### config.mk
export PLATFORM = sky130hd
export DESIGN_NAME = gray_counter
export DESIGN_NICKNAME = d
export VERILOG_FILES = /design/src/rtl/gray_pkg.sv /design/src/rtl/bin_gray.sv /design/src/rtl/gray_counter.sv
export SDC_FILE = /design/constraint.sdc
export NUM_CORES = 1
export LEC_CHECK = 0
export CORE_MARGIN = 4
export CORE_UTILIZATION = 54
export CTS_CLUSTER_SIZE = 40
export DETAILED_ROUTE_END_ITERATION = 8
export PLACE_DENSITY = 0.8
export SYNTH_ARGS = -nofsm -noshare
export SYNTH_HDL_FRONTEND = slang
export SYNTH_SLANG_ARGS = --single-unit
### constraint.sdc
create_clock -name clk -period 2.7 [get_ports clk]
set_input_delay 0.54 -clock clk [delete_from_list [all_inputs] [get_ports clk]]
set_output_delay 0.54 -clock clk [all_outputs]
set_load 0.1 [all_outputs]
### src/rtl/gray_pkg.sv
// Shared constants and FSM state type for the Gray-code counter block.
package gray_pkg;

    localparam int WIDTH_DEFAULT = 4;

    // RUN encodes as 1 so the state flop doubles as the g_valid output.
    typedef enum logic {
        IDLE = 1'b0,
        RUN  = 1'b1
    } state_e;

endpackage

### src/rtl/bin_gray.sv
// Combinational binary-to-Gray conversion: each Gray bit is the XOR of adjacent binary bits.
module bin_gray #(
    parameter int WIDTH = gray_pkg::WIDTH_DEFAULT
) (
    input  logic [WIDTH-1:0] bin_i,
    output logic [WIDTH-1:0] gray_o
);

    assign gray_o = bin_i ^ (bin_i >> 1);

endmodule

### src/rtl/gray_counter.sv
// Up/down Gray-code counter with load, ready/valid back-pressure, terminal count and wrap pulse.
// The count is kept in binary; the Gray code is derived from the next binary value and registered alongside it.
module gray_counter
    import gray_pkg::*;
#(
    parameter int WIDTH = WIDTH_DEFAULT
) (
    input  logic             clk,
    input  logic             rst,
    input  logic             en,
    input  logic             up_dn,
    input  logic             load,
    input  logic [WIDTH-1:0] load_val,
    input  logic             out_ready,
    output logic [WIDTH-1:0] g,
    output logic             g_valid,
    output logic             tc,
    output logic             wrap
);

    localparam logic [WIDTH-1:0] ONE = {{(WIDTH-1){1'b0}}, 1'b1};

    state_e           state_q, state_d;
    logic [WIDTH-1:0] bin_q, bin_d;
    logic [WIDTH-1:0] g_q, g_d;
    logic             tc_q, tc_d;
    logic             wrap_q, wrap_d;
    logic             acc;

    // A stalled valid code blocks everything; IDLE never stalls since nothing is presented yet.
    assign acc = (state_q == IDLE) | out_ready;

    // NOTE: every combinational output gets a default first so no path leaves it unassigned (no latch).
    always_comb begin
        state_d = state_q;
        bin_d   = bin_q;
        tc_d    = tc_q;
        wrap_d  = 1'b0;
        if (acc) begin
            if (load) begin
                bin_d   = load_val;
                state_d = RUN;
            end else if (en) begin
                state_d = RUN;
                // The first enable out of IDLE only presents code 0.
                if (state_q == RUN) begin
                    if (up_dn) begin
                        bin_d  = bin_q + ONE;
                        wrap_d = &bin_q;
                    end else begin
                        bin_d  = bin_q - ONE;
                        wrap_d = ~|bin_q;
                    end
                end
            end
            tc_d = up_dn ? (&bin_d) : (~|bin_d);
        end
    end

    bin_gray #(
        .WIDTH(WIDTH)
    ) u_bin_gray (
        .bin_i (bin_d),
        .gray_o(g_d)
    );

    // NOTE: sequential state uses non-blocking assignments so all flops update together at the edge.
    always_ff @(posedge clk or posedge rst) begin
        if (rst) begin
            state_q <= IDLE;
            bin_q   <= '0;
            g_q     <= '0;
            tc_q    <= 1'b0;
            wrap_q  <= 1'b0;
        end else begin
            state_q <= state_d;
            bin_q   <= bin_d;
            g_q     <= g_d;
            tc_q    <= tc_d;
            wrap_q  <= wrap_d;
        end
    end

    assign g       = g_q;
    assign g_valid = (state_q == RUN);
    assign tc      = tc_q;
    assign wrap    = wrap_q;

endmodule

==> results.py, run 1 <==
metrics = {
    "synthesis": {
        "synth_area_per_cell_sq_um": 8.83,
        "synth-edff-count": 0,
        "synthesis.area_sq_um": 892,
        "synthesis.instances": 101,
        "post_synthesis_cell_type_count": 48,
        "synthesized_area_fraction_occupied_by_adder_cells_pct": 5.05,
        "complex_gate_fraction_of_the_synthesized_area_pct": 21.0,
        "sequential_area_share_after_synthesis_pct": 28.1,
        "synth_nets": 114,
        "synth-seq-cells": 10,
        "asr_flop_ratio_synth_pct": 100,
        "yosysWarningCount": 0,
        "ys_dominant_reg_cell": "sky130_fd_sc_hd__dfrtp_1",
        "yosys.area_share.simple_pct": 30.6,
        "synth-xor-area-share_pct": 2.95,
        "synth_top_family_by_area": "simple AND/OR/NAND/NOR gates",
        "muxShareOfSynthArea_pct": 2.38,
    },
    "route": {
        "routed_wl_mm": 2.10,
        "total_via_count_after_detailed_routing": 830,
        "antenna_left": 0,
        "drc": 0,
        "first_iter_violations": 6,
        "routed_via_density": 6.34,
        "detail_route.wl_per_cell_um": 16.0,
        "drt-pass1-iter-count": 4,
    },
    "clocking": {
        "tritoncts_clock_tree": "built",
        "cts_repair_resize_count": 0,
        "ctsRootBufferMaster": "sky130_fd_sc_hd__clkbuf_4",
        "clock_insertion_delay_worst_skew_ns": 0.26,
        "clk_pin_slew_worst_paths_ns": 0.06,
        "htreeDepth": 1,
        "cts_sinks": 10,
        "cts-root-to-sink-buffers": 2,
        "numCtsBuffers": 3,
        "cts_hold_repair.buffers": 0,
        "cts_setup_buffers": 0,
    },
    "critical_path": {
        "r2r_setup_slack_ns": 0.60,
        "critical_path.endpoint_type": "register",
        "cp_max_fo": 11,
        "worst_setup_path_start_kind": "primary input",
        "critPathRequiredTime_ns": 2.89,
        "regToRegEndpoint": "tc",
        "ff_to_ff_path_depth": 7,
        "worstPathArrival_ns": 2.58,
        "timing.setup.critical_path_class": "primary input to register",
        "regToRegStartpoint": "bin_q[0]",
    },
    "sta": {
        "grt_setup_unrepaired": "no",
        "maximum_achievable_frequency_ghz": 0.418,
        "report.final.hold_viol_count": 0,
        "final_number_of_max_transition_violations": 0,
        "slew_headroom_pct": 66.0,
        "setup-violations-final": 0,
        "tightestPinTransition_ns": 0.503,
        "finalSetupTns_ns": 0,
        "final.setup_skew_ns": 0.00412,
        "final_critical_delay_including_setup_and_external_delays_ns": 2.39,
        "post-route-period-util_pct": 88.7,
    },
    "power": {
        "cellInternalPower_mw": 0.352,
        "power.net_switching_mw": 0.350,
        "power-per-cell-area_nw_per_um2": 677,
        "power.leakage_nw": 0.438,
        "peakVddDrop_uv": 561,
        "total_power_mw": 0.702,
        "share_comb_of_total_power_pct": 55.9,
        "power.share.clock_pct": 13.9,
        "p_sw_share_pct": 49.8,
        "share_seq_of_total_power_pct": 30.2,
    },
    "floorplan": {
        "core_outline_area_sq_um": 1540,
        "initial_core_util_pct": 57.9,
        "die-area_sq_um": 2370,
        "die_w_um": 48.6,
        "die_y_um": 48.6,
        "row_count": 14,
        "io_pins": 17,
    },
    "run_status": {
        "status": "complete, no violations",
    },
    "job": {
        "maxCapViolCount": 0,
    },
    "global_routing": {
        "grt_usage_pct": 18.4,
        "first_global_vias": 750,
        "grt_first_pass_wirelength_mm": 3.54,
        "grt_start_max_net_pins": 15,
        "grt.overflow.total": 0,
        "grt_antenna_before_repair": 0,
    },
    "worst_hold_path": {
        "min-delay-path-class": "primary input to async pin",
    },
    "placement": {
        "portBuffers": 16,
        "detailed_place.area_sq_um": 1010,
        "post-dp-hpwl_mm": 1.55,
        "gpl_wtd_cong": 0.842,
        "placed_cells_incl_taps": 128,
    },
    "final_layout": {
        "diodes": 0,
        "layout-drive-gt1-share_pct": 23.5,
        "final_cell_count_no_fill": 131,
        "layout.filler_cells": 140,
        "stdcell_area_sq_um": 1040,
        "mostFrequentLayoutCell": "sky130_fd_sc_hd__buf_4",
        "mostFrequentLayoutCells": "sky130_fd_sc_hd__buf_4, sky130_fd_sc_hd__dfrtp_1, sky130_fd_sc_hd__clkdlybuf4s50_1, sky130_fd_sc_hd__a21oi_1, sky130_fd_sc_hd__nor2_1",
        "finalNetCount": 130,
        "synthToLayoutAreaGrowth_pct": 16.3,
    },
}
stage by stage:
stage	setup WS, ns	util, %	hold WS, ns
6_report	0.305	67.3	0.562
5_1_grt	0.143	67.3	0.591
4_1_cts	0.286	67.3	0.570
3_5_place_dp	0.0141	65.8	0.596
3_3_place_gp	0.0505	65.8	0.600
2_1_floorplan	0.507	-	0.380
power groups by stage:
stage          clock network (mW)  logic, mW  registers [mW]
6_report                   0.0974      0.392           0.212
5_1_grt                     0.111      0.417           0.217
4_1_cts                     0.100      0.393           0.212
3_5_place_dp                    0      0.392           0.215
3_3_place_gp                    0      0.386           0.214
2_1_floorplan                   0      0.200           0.330
registers in the layout, summed over array words and instances, names as in the netlist:
name / cells
bin_q: 4
tc: 1
g_valid: 1
wrap: 1
g: 3
layer usage:
layer / vias up / global-route usage [%] / routed length, um
li1: 405 / - / -
met5: - / 0 / 0
met3: 0 / 5.83 / 89
met4: 0 / 2.69 / 0
met1: 415 / 25.1 / 942
met2: 10 / 28.9 / 1070
cell type report:
type	instances	area (sq um)	share of cell area, %
clock buffers	3	22.5	2.17
inverters	5	18.8	1.81
multi-input cells	77	553	53.3
flip-flops and latches	10	250	24.1
well taps	16	20.0	1.93
repair buffers	20	173	16.6
worst max path at each step:
| stage | from | to | slack (ns) | cells past startpoint |
|---|---|---|---|---|
| 5_1_grt | up_dn | tc | 0.14 | 8 |
| 3_5_place_dp | up_dn | tc | 0.01 | 8 |
| 3_3_place_gp | up_dn | tc | 0.05 | 8 |
| 4_1_cts | up_dn | tc | 0.29 | 8 |
| 2_1_floorplan | up_dn | g[2] | 0.51 | 8 |
| 6_report | up_dn | tc | 0.31 | 8 |
cell families after synthesis:
kind of cell,count (synthesis)
AND/OR/NAND/NOR,43
AO/OA/AOI/OAI,26
buffers and inverters,14
flip-flops,10
XOR/XNOR,3
adder cells (fa/ha/maj),3
multiplexers,2
worst max-delay path, cell delays in order:
cell and delay, ns:
sky130_fd_sc_hd__clkdlybuf4s50_1 0.42, sky130_fd_sc_hd__buf_4 0.18, sky130_fd_sc_hd__fa_1 0.49, sky130_fd_sc_hd__and3_1 0.19, sky130_fd_sc_hd__o31a_1 0.25, sky130_fd_sc_hd__nor4_1 0.29, sky130_fd_sc_hd__a21oi_1 0.07, sky130_fd_sc_hd__mux2i_1 0.14
synth_stat cells (2+ instances only):
| master | n | area [sq um] |
|---|---|---|
| sky130_fd_sc_hd__nand4_1 | 3 | 18.8 |
| sky130_fd_sc_hd__inv_1 | 5 | 18.8 |
| sky130_fd_sc_hd__or4_1 | 2 | 15.0 |
| sky130_fd_sc_hd__a21oi_1 | 8 | 40.0 |
| sky130_fd_sc_hd__a21oi_2 | 2 | 17.5 |
| sky130_fd_sc_hd__a31oi_1 | 2 | 12.5 |
| sky130_fd_sc_hd__buf_6 | 3 | 33.8 |
| sky130_fd_sc_hd__buf_2 | 2 | 10.0 |
| sky130_fd_sc_hd__o22ai_1 | 3 | 18.8 |
| sky130_fd_sc_hd__nor2_1 | 6 | 22.5 |
| sky130_fd_sc_hd__nand2_1 | 4 | 15.0 |
| sky130_fd_sc_hd__xor2_1 | 2 | 17.5 |
| sky130_fd_sc_hd__nor3b_1 | 3 | 22.5 |
| sky130_fd_sc_hd__ha_1 | 2 | 25.0 |
| sky130_fd_sc_hd__nor2b_1 | 2 | 12.5 |
| sky130_fd_sc_hd__buf_4 | 3 | 22.5 |
| sky130_fd_sc_hd__nor4_1 | 4 | 25.0 |
| sky130_fd_sc_hd__or2_2 | 2 | 12.5 |
| sky130_fd_sc_hd__and3_1 | 4 | 25.0 |
| sky130_fd_sc_hd__nand2b_1 | 2 | 12.5 |
| sky130_fd_sc_hd__dfrtp_1 | 10 | 250 |
Note: power is estimated with default switching activity, not from simulation.
==> run 2, diff against run 1 <==
- CAP_MARGIN: not set -> 40
==> results of run 2 <==
Final layout, timing and power as in run 1 (identical DEF).
